===== src/rtl/core_pkg.sv =====
// Shared core definitions: RV32 major opcodes, operand-usage decode and the
// issue-register payload used by the scheduling stages.
package core_pkg;

    typedef enum logic [6:0] {
        BUBBLE = 7'b0000000,
        LOAD   = 7'b0000011,
        OP_IMM = 7'b0010011,
        AUIPC  = 7'b0010111,
        STORE  = 7'b0100011,
        OP     = 7'b0110011,
        LUI    = 7'b0110111,
        BRANCH = 7'b1100011,
        JALR   = 7'b1100111,
        JAL    = 7'b1101111,
        SYSTEM = 7'b1110011
    } opcode_e;

    typedef struct packed {
        logic use_rs1;
        logic use_rs2;
        logic writes_rd;
    } use_t;

    typedef struct packed {
        logic [31:0] pc;
        logic [6:0]  opcode;
        logic [4:0]  rd;
        logic [2:0]  funct3;
        logic [6:0]  funct7;
        logic [31:0] imm;
        logic [31:0] rs1_data;
        logic [31:0] rs2_data;
    } issue_t;

    // SYSTEM counts as rs1 reader and rd writer so CSR ops are ordered correctly.
    function automatic use_t decode_use(input logic [6:0] opcode);
        use_t u;
        u = '0;
        case (opcode)
            OP:      u = '{use_rs1: 1'b1, use_rs2: 1'b1, writes_rd: 1'b1};
            OP_IMM:  u = '{use_rs1: 1'b1, use_rs2: 1'b0, writes_rd: 1'b1};
            LOAD:    u = '{use_rs1: 1'b1, use_rs2: 1'b0, writes_rd: 1'b1};
            STORE:   u = '{use_rs1: 1'b1, use_rs2: 1'b1, writes_rd: 1'b0};
            BRANCH:  u = '{use_rs1: 1'b1, use_rs2: 1'b1, writes_rd: 1'b0};
            JAL:     u = '{use_rs1: 1'b0, use_rs2: 1'b0, writes_rd: 1'b1};
            JALR:    u = '{use_rs1: 1'b1, use_rs2: 1'b0, writes_rd: 1'b1};
            LUI:     u = '{use_rs1: 1'b0, use_rs2: 1'b0, writes_rd: 1'b1};
            AUIPC:   u = '{use_rs1: 1'b0, use_rs2: 1'b0, writes_rd: 1'b1};
            SYSTEM:  u = '{use_rs1: 1'b1, use_rs2: 1'b0, writes_rd: 1'b1};
            default: u = '0;
        endcase
        return u;
    endfunction

endpackage


===== src/rtl/schedule_2nd_if.sv =====
// Bundle between schedule_2nd and its neighbours: upstream fields, register
// file read port, writeback, and the issued instruction toward execute.
interface schedule_2nd_if;
    logic        flush;
    logic        mem_wait;
    logic [31:0] schedule_1st_pc;
    logic [31:0] schedule_1st_imm;
    logic [6:0]  schedule_1st_opcode;
    logic [6:0]  schedule_1st_funct7;
    logic [4:0]  schedule_1st_rd;
    logic [4:0]  schedule_1st_rs1;
    logic [4:0]  schedule_1st_rs2;
    logic [2:0]  schedule_1st_funct3;
    logic [4:0]  reg_rs1_addr;
    logic [4:0]  reg_rs2_addr;
    logic [31:0] reg_rs1_data;
    logic [31:0] reg_rs2_data;
    logic        wb_valid;
    logic [4:0]  wb_rd;
    logic [31:0] wb_data;
    logic        stall;
    logic        schedule_2nd_valid;
    logic [31:0] schedule_2nd_pc;
    logic [6:0]  schedule_2nd_opcode;
    logic [4:0]  schedule_2nd_rd;
    logic [2:0]  schedule_2nd_funct3;
    logic [6:0]  schedule_2nd_funct7;
    logic [31:0] schedule_2nd_imm;
    logic [31:0] schedule_2nd_rs1_data;
    logic [31:0] schedule_2nd_rs2_data;

    modport slave (
        input  flush, mem_wait,
        input  schedule_1st_pc, schedule_1st_imm, schedule_1st_opcode, schedule_1st_funct7,
        input  schedule_1st_rd, schedule_1st_rs1, schedule_1st_rs2, schedule_1st_funct3,
        input  reg_rs1_data, reg_rs2_data,
        input  wb_valid, wb_rd, wb_data,
        output reg_rs1_addr, reg_rs2_addr, stall,
        output schedule_2nd_valid, schedule_2nd_pc, schedule_2nd_opcode, schedule_2nd_rd,
        output schedule_2nd_funct3, schedule_2nd_funct7, schedule_2nd_imm,
        output schedule_2nd_rs1_data, schedule_2nd_rs2_data
    );

    modport master (
        output flush, mem_wait,
        output schedule_1st_pc, schedule_1st_imm, schedule_1st_opcode, schedule_1st_funct7,
        output schedule_1st_rd, schedule_1st_rs1, schedule_1st_rs2, schedule_1st_funct3,
        output reg_rs1_data, reg_rs2_data,
        output wb_valid, wb_rd, wb_data,
        input  reg_rs1_addr, reg_rs2_addr, stall,
        input  schedule_2nd_valid, schedule_2nd_pc, schedule_2nd_opcode, schedule_2nd_rd,
        input  schedule_2nd_funct3, schedule_2nd_funct7, schedule_2nd_imm,
        input  schedule_2nd_rs1_data, schedule_2nd_rs2_data
    );
endinterface


===== src/rtl/reg_scoreboard.sv =====
// Busy bits for x1..x31 marking registers with an outstanding write.
// x0 reads as never busy; a same-edge set beats a clear on the same register.
module reg_scoreboard (
    input  logic       clk,
    input  logic       rst_n,
    input  logic       flush,
    input  logic       set_en,
    input  logic [4:0] set_rd,
    input  logic       clr_en,
    input  logic [4:0] clr_rd,
    input  logic [4:0] rs1,
    input  logic [4:0] rs2,
    input  logic [4:0] rd,
    output logic       rs1_busy,
    output logic       rs2_busy,
    output logic       rd_busy
);
    logic [31:1] busy;
    logic [31:0] busy_x;

    assign busy_x   = {busy, 1'b0};
    assign rs1_busy = busy_x[rs1];
    assign rs2_busy = busy_x[rs2];
    assign rd_busy  = busy_x[rd];

    always_ff @(posedge clk or negedge rst_n) begin
        if (!rst_n) begin
            busy <= '0;
        end else if (flush) begin
            busy <= '0;
        end else begin
            for (int i = 1; i < 32; i++) begin
                if (set_en && set_rd == 5'(i))
                    busy[i] <= 1'b1;
                else if (clr_en && clr_rd == 5'(i))
                    busy[i] <= 1'b0;
            end
        end
    end
endmodule


===== src/rtl/schedule_2nd.sv =====
// Issue / operand-fetch stage: RAW/WAW hazard check against the busy scoreboard,
// operand read and one-cycle issue register. Optional macro SCHEDULE_2ND_FORWARD_EN
// bypasses same-cycle writeback data onto the source operands.
module schedule_2nd
    import core_pkg::*;
(
    input logic           clk,
    input logic           rst_n,
    schedule_2nd_if.slave bus
);
    use_t        use_dec;
    logic        valid_in;
    logic        writes_rd;
    logic        hazard;
    logic        set_en;
    logic        rs1_busy;
    logic        rs2_busy;
    logic        rd_busy;
    logic        rs1_busy_eff;
    logic        rs2_busy_eff;
    logic [31:0] rs1_data;
    logic [31:0] rs2_data;
    logic        valid_q;
    issue_t      issue_q;

    assign bus.reg_rs1_addr = bus.schedule_1st_rs1;
    assign bus.reg_rs2_addr = bus.schedule_1st_rs2;

    assign use_dec   = decode_use(bus.schedule_1st_opcode);
    assign valid_in  = (bus.schedule_1st_opcode != 7'd0);
    assign writes_rd = use_dec.writes_rd && (bus.schedule_1st_rd != 5'd0);

`ifdef SCHEDULE_2ND_FORWARD_EN
    logic fwd_rs1;
    logic fwd_rs2;

    assign fwd_rs1      = bus.wb_valid && (bus.wb_rd == bus.schedule_1st_rs1) && (bus.schedule_1st_rs1 != 5'd0);
    assign fwd_rs2      = bus.wb_valid && (bus.wb_rd == bus.schedule_1st_rs2) && (bus.schedule_1st_rs2 != 5'd0);
    assign rs1_busy_eff = rs1_busy && !fwd_rs1;
    assign rs2_busy_eff = rs2_busy && !fwd_rs2;
    assign rs1_data     = fwd_rs1 ? bus.wb_data : bus.reg_rs1_data;
    assign rs2_data     = fwd_rs2 ? bus.wb_data : bus.reg_rs2_data;
`else
    logic unused_wb_data;

    assign unused_wb_data = ^bus.wb_data;
    assign rs1_busy_eff   = rs1_busy;
    assign rs2_busy_eff   = rs2_busy;
    assign rs1_data       = bus.reg_rs1_data;
    assign rs2_data       = bus.reg_rs2_data;
`endif

    // WAW always looks at the raw busy bit: one bit per register cannot track two writers.
    assign hazard = valid_in && ((use_dec.use_rs1 && rs1_busy_eff) ||
                                 (use_dec.use_rs2 && rs2_busy_eff) ||
                                 (writes_rd && rd_busy));
    assign bus.stall = hazard;
    assign set_en    = !bus.flush && !bus.mem_wait && !hazard && valid_in && writes_rd;

    reg_scoreboard u_scoreboard (
        .clk      (clk),
        .rst_n    (rst_n),
        .flush    (bus.flush),
        .set_en   (set_en),
        .set_rd   (bus.schedule_1st_rd),
        .clr_en   (bus.wb_valid),
        .clr_rd   (bus.wb_rd),
        .rs1      (bus.schedule_1st_rs1),
        .rs2      (bus.schedule_1st_rs2),
        .rd       (bus.schedule_1st_rd),
        .rs1_busy (rs1_busy),
        .rs2_busy (rs2_busy),
        .rd_busy  (rd_busy)
    );

    always_ff @(posedge clk or negedge rst_n) begin
        if (!rst_n) begin
            valid_q <= 1'b0;
            issue_q <= '0;
        end else if (bus.flush) begin
            valid_q <= 1'b0;
            issue_q <= '0;
        end else if (!bus.mem_wait) begin
            if (hazard) begin
                valid_q <= 1'b0;
                issue_q <= '0;
            end else begin
                valid_q <= valid_in;
                issue_q <= '{pc:       bus.schedule_1st_pc,
                             opcode:   bus.schedule_1st_opcode,
                             rd:       bus.schedule_1st_rd,
                             funct3:   bus.schedule_1st_funct3,
                             funct7:   bus.schedule_1st_funct7,
                             imm:      bus.schedule_1st_imm,
                             rs1_data: rs1_data,
                             rs2_data: rs2_data};
            end
        end
    end

    assign bus.schedule_2nd_valid    = valid_q;
    assign bus.schedule_2nd_pc       = issue_q.pc;
    assign bus.schedule_2nd_opcode   = issue_q.opcode;
    assign bus.schedule_2nd_rd       = issue_q.rd;
    assign bus.schedule_2nd_funct3   = issue_q.funct3;
    assign bus.schedule_2nd_funct7   = issue_q.funct7;
    assign bus.schedule_2nd_imm      = issue_q.imm;
    assign bus.schedule_2nd_rs1_data = issue_q.rs1_data;
    assign bus.schedule_2nd_rs2_data = issue_q.rs2_data;
endmodule

===== src/flat_wrapper.sv =====
// flat-port wrapper written by rule: the top's interface ports become plain ports
module schedule_2nd_flat import core_pkg::*;
  (clk, rst_n, bus_flush, bus_mem_wait, bus_schedule_1st_pc, bus_schedule_1st_imm, bus_schedule_1st_opcode, bus_schedule_1st_funct7, bus_schedule_1st_rd, bus_schedule_1st_rs1, bus_schedule_1st_rs2, bus_schedule_1st_funct3, bus_reg_rs1_data, bus_reg_rs2_data, bus_wb_valid, bus_wb_rd, bus_wb_data, bus_reg_rs1_addr, bus_reg_rs2_addr, bus_stall, bus_schedule_2nd_valid, bus_schedule_2nd_pc, bus_schedule_2nd_opcode, bus_schedule_2nd_rd, bus_schedule_2nd_funct3, bus_schedule_2nd_funct7, bus_schedule_2nd_imm, bus_schedule_2nd_rs1_data, bus_schedule_2nd_rs2_data);
  schedule_2nd_if bus_i ();
  input logic clk;
  input logic rst_n;
  input wire logic [$bits(bus_i.flush)-1:0] bus_flush;
  input wire logic [$bits(bus_i.mem_wait)-1:0] bus_mem_wait;
  input wire logic [$bits(bus_i.schedule_1st_pc)-1:0] bus_schedule_1st_pc;
  input wire logic [$bits(bus_i.schedule_1st_imm)-1:0] bus_schedule_1st_imm;
  input wire logic [$bits(bus_i.schedule_1st_opcode)-1:0] bus_schedule_1st_opcode;
  input wire logic [$bits(bus_i.schedule_1st_funct7)-1:0] bus_schedule_1st_funct7;
  input wire logic [$bits(bus_i.schedule_1st_rd)-1:0] bus_schedule_1st_rd;
  input wire logic [$bits(bus_i.schedule_1st_rs1)-1:0] bus_schedule_1st_rs1;
  input wire logic [$bits(bus_i.schedule_1st_rs2)-1:0] bus_schedule_1st_rs2;
  input wire logic [$bits(bus_i.schedule_1st_funct3)-1:0] bus_schedule_1st_funct3;
  input wire logic [$bits(bus_i.reg_rs1_data)-1:0] bus_reg_rs1_data;
  input wire logic [$bits(bus_i.reg_rs2_data)-1:0] bus_reg_rs2_data;
  input wire logic [$bits(bus_i.wb_valid)-1:0] bus_wb_valid;
  input wire logic [$bits(bus_i.wb_rd)-1:0] bus_wb_rd;
  input wire logic [$bits(bus_i.wb_data)-1:0] bus_wb_data;
  output wire logic [$bits(bus_i.reg_rs1_addr)-1:0] bus_reg_rs1_addr;
  output wire logic [$bits(bus_i.reg_rs2_addr)-1:0] bus_reg_rs2_addr;
  output wire logic [$bits(bus_i.stall)-1:0] bus_stall;
  output wire logic [$bits(bus_i.schedule_2nd_valid)-1:0] bus_schedule_2nd_valid;
  output wire logic [$bits(bus_i.schedule_2nd_pc)-1:0] bus_schedule_2nd_pc;
  output wire logic [$bits(bus_i.schedule_2nd_opcode)-1:0] bus_schedule_2nd_opcode;
  output wire logic [$bits(bus_i.schedule_2nd_rd)-1:0] bus_schedule_2nd_rd;
  output wire logic [$bits(bus_i.schedule_2nd_funct3)-1:0] bus_schedule_2nd_funct3;
  output wire logic [$bits(bus_i.schedule_2nd_funct7)-1:0] bus_schedule_2nd_funct7;
  output wire logic [$bits(bus_i.schedule_2nd_imm)-1:0] bus_schedule_2nd_imm;
  output wire logic [$bits(bus_i.schedule_2nd_rs1_data)-1:0] bus_schedule_2nd_rs1_data;
  output wire logic [$bits(bus_i.schedule_2nd_rs2_data)-1:0] bus_schedule_2nd_rs2_data;
  assign bus_i.flush = bus_flush;
  assign bus_i.mem_wait = bus_mem_wait;
  assign bus_i.schedule_1st_pc = bus_schedule_1st_pc;
  assign bus_i.schedule_1st_imm = bus_schedule_1st_imm;
  assign bus_i.schedule_1st_opcode = bus_schedule_1st_opcode;
  assign bus_i.schedule_1st_funct7 = bus_schedule_1st_funct7;
  assign bus_i.schedule_1st_rd = bus_schedule_1st_rd;
  assign bus_i.schedule_1st_rs1 = bus_schedule_1st_rs1;
  assign bus_i.schedule_1st_rs2 = bus_schedule_1st_rs2;
  assign bus_i.schedule_1st_funct3 = bus_schedule_1st_funct3;
  assign bus_i.reg_rs1_data = bus_reg_rs1_data;
  assign bus_i.reg_rs2_data = bus_reg_rs2_data;
  assign bus_i.wb_valid = bus_wb_valid;
  assign bus_i.wb_rd = bus_wb_rd;
  assign bus_i.wb_data = bus_wb_data;
  assign bus_reg_rs1_addr = bus_i.reg_rs1_addr;
  assign bus_reg_rs2_addr = bus_i.reg_rs2_addr;
  assign bus_stall = bus_i.stall;
  assign bus_schedule_2nd_valid = bus_i.schedule_2nd_valid;
  assign bus_schedule_2nd_pc = bus_i.schedule_2nd_pc;
  assign bus_schedule_2nd_opcode = bus_i.schedule_2nd_opcode;
  assign bus_schedule_2nd_rd = bus_i.schedule_2nd_rd;
  assign bus_schedule_2nd_funct3 = bus_i.schedule_2nd_funct3;
  assign bus_schedule_2nd_funct7 = bus_i.schedule_2nd_funct7;
  assign bus_schedule_2nd_imm = bus_i.schedule_2nd_imm;
  assign bus_schedule_2nd_rs1_data = bus_i.schedule_2nd_rs1_data;
  assign bus_schedule_2nd_rs2_data = bus_i.schedule_2nd_rs2_data;
  schedule_2nd u_core (.clk(clk), .rst_n(rst_n), .bus(bus_i));
endmodule

===== config.mk =====
export PLATFORM = sky130hd
export DESIGN_NAME = schedule_2nd_flat
export DESIGN_NICKNAME = d
export VERILOG_FILES = /design/src/rtl/core_pkg.sv /design/src/rtl/schedule_2nd_if.sv /design/src/rtl/reg_scoreboard.sv /design/src/rtl/schedule_2nd.sv /design/src/flat_wrapper.sv
export SDC_FILE = /design/constraint.sdc
export NUM_CORES = 1
export LEC_CHECK = 0
export ABC_CLOCK_PERIOD_IN_PS = 2770
export BUFFER_PORTS_ARGS = -buffer_cell sky130_fd_sc_hd__buf_2
export CELL_PAD_IN_SITES_DETAIL_PLACEMENT = 0
export CELL_PAD_IN_SITES_GLOBAL_PLACEMENT = 2
export CORE_UTILIZATION = 26
export DETAILED_ROUTE_END_ITERATION = 12
export PLACE_DENSITY = 0.74
export SKIP_LAST_GASP = 1
export SYNTH_ARGS = -nofsm -noshare
export SYNTH_HDL_FRONTEND = slang
export SYNTH_HIERARCHICAL = 1
export SYNTH_SLANG_ARGS = --single-unit

===== constraint.sdc =====
create_clock -name clk -period 2.77 [get_ports clk]
set_input_delay 0.277 -clock clk [delete_from_list [all_inputs] [get_ports clk]]
set_output_delay 0.277 -clock clk [all_outputs]
set_load 0.01 [all_outputs]

==> qor.txt, run 1 <==
Initial DRC count: 323
Placer Congestion: 0.877
Dominant synthesized flop cell: dfrtp_1
Clock share of power: 39.6%
Vias in the first global route: 7192
Met1 WL: 12.3 mm
Register-to-Register Path Depth: 14
CP endpoint kind: flop
Max IR drop VDD: 0.364 mV
Pleak: 5.92 nW
Int Power: 4.60 mW
Startpoint Class: flop
Area growth from synthesis to layout: 46.5%
CTS root buffer: clkbuf_16
Yosys cell types: 41
Routed wl met3: 1.85 mm
Comb pwr share: 15.5%
Initial Util: 26.7%
Vias per std cell: 4.87
Min Clock Period, post-route: 3.11 ns
Port bufs: 331
Post-synth ARST share: 100%
Worst Path Max Fanout: 8
Worst R2R End: u_core/bus.schedule_2nd_rs1_data[14]
Die Height: 177 um
R2R Setup Slk: -0.34 ns
CTS Buf Count: 17
Critical path class: reg -> reg
Number of synthesized flops with an enable pin: 0
Sw power: 1.77 mW
Sw Share: 27.8%
Final Hold Viols: 0
Die area: 0.0313 mm^2
Longest Clk Path Bufs: 2
Leading area contributor after synthesis: dfrtp_1
Top Metal Used: met5
Wire per inst: 20.1 um
Met2 WL: 14.3 mm
Max Cap Viol: 0
Clk slew on worst S/H paths: 0.08 ns
Setup Viol. Count Final: 181
Slew HR: 52.7%
Origin of the worst setup path: u_core/u_scoreboard/busy[4]
Site row count: 63
Nets: 1240
Worst setup margin: -0.336 ns
Worst path arrival time: 3.48 ns
Post-layout util: 39.1%
Die width: 177 um
Initial antenna violation count: 3
Reg power frac: 44.9%
Pre-CTS setup slack: -0.451 ns
CP endpoint: u_core/bus.schedule_2nd_rs1_data[14]
H-tree depth: 4
Drt first pass iters: 5
Worst r2r src: u_core/u_scoreboard/busy[4]
Pwr/cell area: 545 mW/mm^2
Failing checks: negative setup slack
Syn avg cell area: 12.2 um^2
RSZ-0062 raised after global routing: yes
Cells after synthesis: 655
Share of layout cells above drive strength 1: 46.9%
Register area share after synthesis: 57.2%
CTS sink count: 182
DR DRC count: 0
Share of the synthesized area in the top cell type: 57.2%
Largest net degree at the start of global routing: 59
N_diodes: 0
Hold Crit Class: in -> reg
Outcome: complete, but fails checks
Core area: 0.0299 mm^2
Final TNS setup: -47.84 ns
Worst Skew: 0.0136 ns
Clock tree from TritonCTS: built
Synthesized flop and latch total: 182
Total GRT Usage: 18.3%
GRT overflow: 0
Syn Nets: 857
Slew Viols, Final: 0
YS warnings: 6
DRT Wirelength: 28.9 mm
Tcrit/Tclk final: 112%
I/O Pins: 364
First-pass GRT wire length: 43.1 mm
Worst-Margin Slew: 0.708 ns
Post-detail-place hpwl: 20.5 mm
Worst-Skew Late Latency: 0.43 ns
Vias: 7016
Required @ worst endpoint: 3.14 ns
Final ANT Viol Nets: 0
Fmax: 322 MHz
Largest cells by area after synthesis: dfrtp_1 57%, a22o_1 17%, mux2i_1 3.3%, a21oi_1 2.5%, o21ai_0 2.1%
Mapped cell area: 0.00796 mm^2
==> worst min path at each step <==
| stage | startpoint | to | slack [ns] | cells after the start |
|---|---|---|---|---|
| floorplan | rst_n | u_core/bus.schedule_2nd_funct3[0] | -0.02 | 0 |
| global placement | rst_n | u_core/bus.schedule_2nd_rs2_data[3] | 0.28 | 1 |
| detailed placement | rst_n | u_core/bus.schedule_2nd_rs2_data[10] | 0.29 | 1 |
| CTS | bus_reg_rs2_data[15] | u_core/bus.schedule_2nd_rs2_data[15] | 0.04 | 2 |
| global route | bus_schedule_1st_funct7[1] | u_core/bus.schedule_2nd_funct7[1] | 0.04 | 2 |
| finish | bus_reg_rs2_data[15] | u_core/bus.schedule_2nd_rs2_data[15] | 0.06 | 2 |
==> cells in the mapped netlist (all sizes together), types with 3 or more instances <==
cell type,count
nand2,36
nor2b,13
nor2,16
a21oi,40
o2111ai,3
clkbuf,23
nor3,3
mux4,9
mux2i,26
a22oi,6
nand3,24
nand4,8
inv,4
a22o,151
dfrtp,182
nor3b,3
buf,38
o21ai,34
nand2b,11
==> per-stage QoR <==
step | cell area (um^2) | total power [mW] | std cells | hold slack (ns)
floorplan | 7980 | 3.29 | 655 | -0.0186
global placement | 10400 | 3.77 | 1380 | 0.283
detailed placement | 10400 | 3.77 | 1380 | 0.285
CTS | 11500 | 6.41 | 1437 | 0.0416
global route | 11700 | 6.64 | 1441 | 0.0386
finish | 11700 | 6.36 | 1441 | 0.0618
==> timing repair <==
| item | 4_1_cts | 5_1_grt |
|---|---|---|
| resized for setup | 44 | 16 |
| setup endpoints to repair | 181 | 181 |
| pin swaps | 72 | 7 |
| setup buffers | 14 | 2 |
| hold buffers | 1 | 0 |
| endpoints found under the hold margin | 54 | 0 |
| gates cloned | 11 | 2 |
==> worst max-delay path, cell delays in order, from the launching register on <==
cell	delay [ns]
dfrtp_1	0.44
mux4_2	0.48
nand2b_4	0.15
o211ai_1	0.10
nand4_1	0.29
buf_4	0.24
o2111ai_2	0.22
o21ai_2	0.11
buf_4	0.15
a41oi_4	0.18
buf_6	0.16
buf_12	0.15
buf_4	0.12
buf_8	0.11
a22o_1	0.14
==> power by group through the flow <==
stage          Combinational (mW)  Clock (mW)  Sequential, mW
2_1_floorplan               0.327           0            2.97
3_3_place_gp                0.858           0            2.91
3_5_place_dp                0.865           0            2.90
4_1_cts                     0.978        2.57            2.86
5_1_grt                      1.06        2.70            2.87
6_report                    0.987        2.52            2.86
==> sequential cells by signal, summed over array words and instances (netlist names) <==
signal / count
u_core/bus.schedule_2nd_funct3: 3
u_core/bus.schedule_2nd_funct7: 7
u_core/bus.schedule_2nd_imm: 32
u_core/bus.schedule_2nd_opcode: 7
u_core/bus.schedule_2nd_pc: 32
u_core/bus.schedule_2nd_rd: 5
u_core/bus.schedule_2nd_rs1_data: 32
u_core/bus.schedule_2nd_rs2_data: 32
u_core/bus.schedule_2nd_valid: 1
u_core/u_scoreboard/busy: 31
==> kinds of logic after synthesis <==
group,share of synthesized area [%]
AO/OA/AOI/OAI,23.1
flip-flops,57.2
AND/OR/NAND/NOR,8.37
buffers and inverters,5.00
multiplexers,6.24
XOR/XNOR,0.110
==> metal layers <==
layer,vias to the layer above,GRT usage (%)
met4,6,5.21
met5,-,0
met1,3502,23.7
li1,3246,-
met2,237,29.6
met3,25,5.11
==> area by class of cell <==
class,instances,area (um^2)
clock buffers,19,453
well taps,390,488
flip-flops and latches,182,4560
inverters,4,15.0
repair buffers,425,2860
multi-input cells,408,3140
fillers,2974,18200
clock inverters,13,158
==> cell usage in the layout, fill, tap and decap left out, types with 6 or more instances in the layout <==
master / count
o21ai_0: 32
a22oi_1: 6
mux2i_1: 25
clkbuf_16: 19
buf_16: 12
a21oi_1: 37
nor2_1: 16
nand3_1: 23
nand4_1: 8
a22o_1: 151
mux4_2: 8
nand2_1: 35
buf_12: 12
buf_2: 329
nor2b_1: 12
buf_6: 9
dfrtp_1: 178
buf_4: 56
nand2b_1: 8
No activity file was read; power rests on OpenSTA's default activity.
==> run 2: changes to the inputs <==
--- a/config.mk
+++ b/config.mk
@@ -7,11 +7,11 @@
 export LEC_CHECK = 0
 export ABC_CLOCK_PERIOD_IN_PS = 2770
 export BUFFER_PORTS_ARGS = -buffer_cell sky130_fd_sc_hd__buf_2
-export CELL_PAD_IN_SITES_DETAIL_PLACEMENT = 0
-export CELL_PAD_IN_SITES_GLOBAL_PLACEMENT = 2
-export CORE_UTILIZATION = 26
+export CORE_AREA = 2 2 142 144
+export CTS_BUF_LIST = sky130_fd_sc_hd__clkbuf_4 sky130_fd_sc_hd__clkbuf_8
 export DETAILED_ROUTE_END_ITERATION = 12
-export PLACE_DENSITY = 0.74
+export DIE_AREA = 0 0 144 146
+export PLACE_DENSITY = 0.71
 export SKIP_LAST_GASP = 1
 export SYNTH_ARGS = -nofsm -noshare
 export SYNTH_HDL_FRONTEND = slang
==> qor.txt, run 2 (synthesis gave the netlist of run 1 again) <==
Final cell count without fillers: 1317
Final TNS setup: -32.09 ns
Hold Crit Class: in -> reg
RSZ-0062 raised after global routing: yes
Die area: 0.0210 mm^2
Area of the multi-input gates: 0.00318 mm^2
Vias: 7164
Die Height: 146 um
Vias per std cell: 5.44
Startpoint Class: flop
Core area: 0.0193 mm^2
Largest net degree at the start of global routing: 71
Worst-Margin Slew: 0.700 ns
Pre-CTS setup slack: -0.339 ns
Port bufs: 331
Most frequent cells in the layout: 329 x buf_2, 182 x dfrtp_1, 151 x a22o_1
Longest Clk Path Bufs: 2
Max Cap Viol: 0
Max IR drop VDD: 0.290 mV
Total GRT Usage: 23.8%
Initial DRC count: 495
Commonest non-fill, non-tap cell in the layout: buf_2
Setup Viol. Count Final: 181
Pwr/cell area: 509 mW/mm^2
Final ANT Viol Nets: 0
Area growth from synthesis to layout: 43.7%
Sw Share: 27.7%
First-pass GRT wire length: 38.5 mm
Worst-Skew Late Latency: 0.46 ns
Placer Congestion: 0.933
CP endpoint kind: flop
DR DRC count: 0
Nets: 1242
Required @ worst endpoint: 3.17 ns
Int Power: 4.21 mW
CTS sink count: 182
Comb pwr share: 16.9%
Fmax: 331 MHz
Min Clock Period, post-route: 3.02 ns
Site row count: 51
Drt first pass iters: 6
Post-detail-place hpwl: 18.3 mm
Worst path arrival time: 3.42 ns
Worst Skew: 0.0201 ns
Register Area: 0.00455 mm^2
Final Hold Viols: 0
Clock tree from TritonCTS: built
Wire per inst: 19.9 um
Pleak: 5.89 nW
Die width: 144 um
GRT overflow: 0
Reg power frac: 49.1%
Failing checks: negative setup slack
N_diodes: 0
Slew Viols, Final: 0
Share of layout cells above drive strength 1: 46.5%
Worst Path Max Fanout: 7
Initial antenna violation count: 0
Sw power: 1.61 mW
I/O Pins: 364
Slew HR: 53.4%
Tcrit/Tclk final: 109%
Critical path class: reg -> reg
Worst setup margin: -0.252 ns
H-tree depth: 4
Clock share of power: 33.9%
CTS Buf Count: 17
Clk slew on worst S/H paths: 0.11 ns
Vias in the first global route: 7014
Filler Cell Count: 1608
Initial Util: 41.2%
Placed Cells: 1250
Outcome: complete, but fails checks
CTS root buffer: clkbuf_8
DRT Wirelength: 26.3 mm
Post-layout util: 59.2%
## run 2: cell types whose count changed in the layout (fill, tap and decap cells not counted), sizes merged
| cell | delta |
|---|---|
| buf | -16 |
| bufinv | +2 |
| clkbuf | +10 |
| clkinv | -2 |
| clkinvlp | -1 |
| dlygate4sd3 | +7 |
| inv | +1 |
## run 2: worst paths after layout
path / endpoint / slack, ns / from / cells after the start
max: u_core/bus.schedule_2nd_imm[21] / -0.25 / u_core/u_scoreboard/busy[7] / 14
min: u_core/bus.schedule_2nd_funct3[0] / 0.04 / bus_schedule_1st_funct3[0] / 2
max reg2reg: u_core/bus.schedule_2nd_imm[21] / -0.25 / u_core/u_scoreboard/busy[7] / 14
min reg2reg: u_core/bus.schedule_2nd_pc[12] / 0.50 / u_core/bus.schedule_2nd_pc[12] / 1
max in group asynchronous: u_core/u_scoreboard/busy[13] / 1.61 / rst_n / 3
min in group asynchronous: u_core/bus.schedule_2nd_funct3[0] / 0.36 / rst_n / 2
## run 2: final cells by class
class | instances | area share (%)
sequential | 182 | 39.8
multi-input combinational | 408 | 27.8
timing repair buffer | 427 | 25.7
tap | 265 | 2.90
clock buffer | 18 | 2.16
clock inverter | 13 | 1.59
inverter | 4 | 0.131
## run 2: through the flow
stage | hold slack (ns) | total power, mW | cell area [um^2]
floorplan | -0.0186 | 3.29 | 7980
global placement | 0.322 | 3.76 | 10200
detailed placement | 0.331 | 3.77 | 10200
CTS | 0.000656 | 5.77 | 10900
global route | 0.000580 | 6.08 | 11400
finish | 0.0360 | 5.82 | 11400
## run 2: per-layer routing
layer	track usage [%]	wire, um	up-vias
met5	0	0	-
met4	8.28	651	0
met3	6.65	1810	55
met2	38.0	12900	345
met1	31.3	10900	3526
li1	-	-	3238
## run 2: repair_timing
action / 4_1_cts / 5_1_grt
pin swaps: 17 / 150
cloned: 1 / 16
hold buffers: 4 / 4
resized for setup: 31 / 20
endpoints found under the hold margin: 70 / 4
setup endpoints to repair: 175 / 181
buffers inserted: 7 / 4
## run 2: critical path, stage by stage, from the launching register on
cell and delay (ns):
dfrtp_1 0.42, mux4_2 0.47, nand2b_4 0.15, o211ai_1 0.10, nand4_1 0.22, buf_4 0.20
or4b_4 0.20, nand3_4 0.09, buf_6 0.15, buf_12 0.12, a41oi_4 0.21, buf_6 0.16
clkbuf_16 0.18, clkbuf_16 0.15, a22o_1 0.13
## run 2: power by group through the flow
stage	clock [mW]	sequential (mW)	combinational (mW)
after detailed placement	0	2.90	0.867
after global placement	0	2.90	0.853
after CTS	2.01	2.86	0.899
after global routing	2.15	2.88	1.06
after floorplan	0	2.97	0.327
final	1.98	2.86	0.986
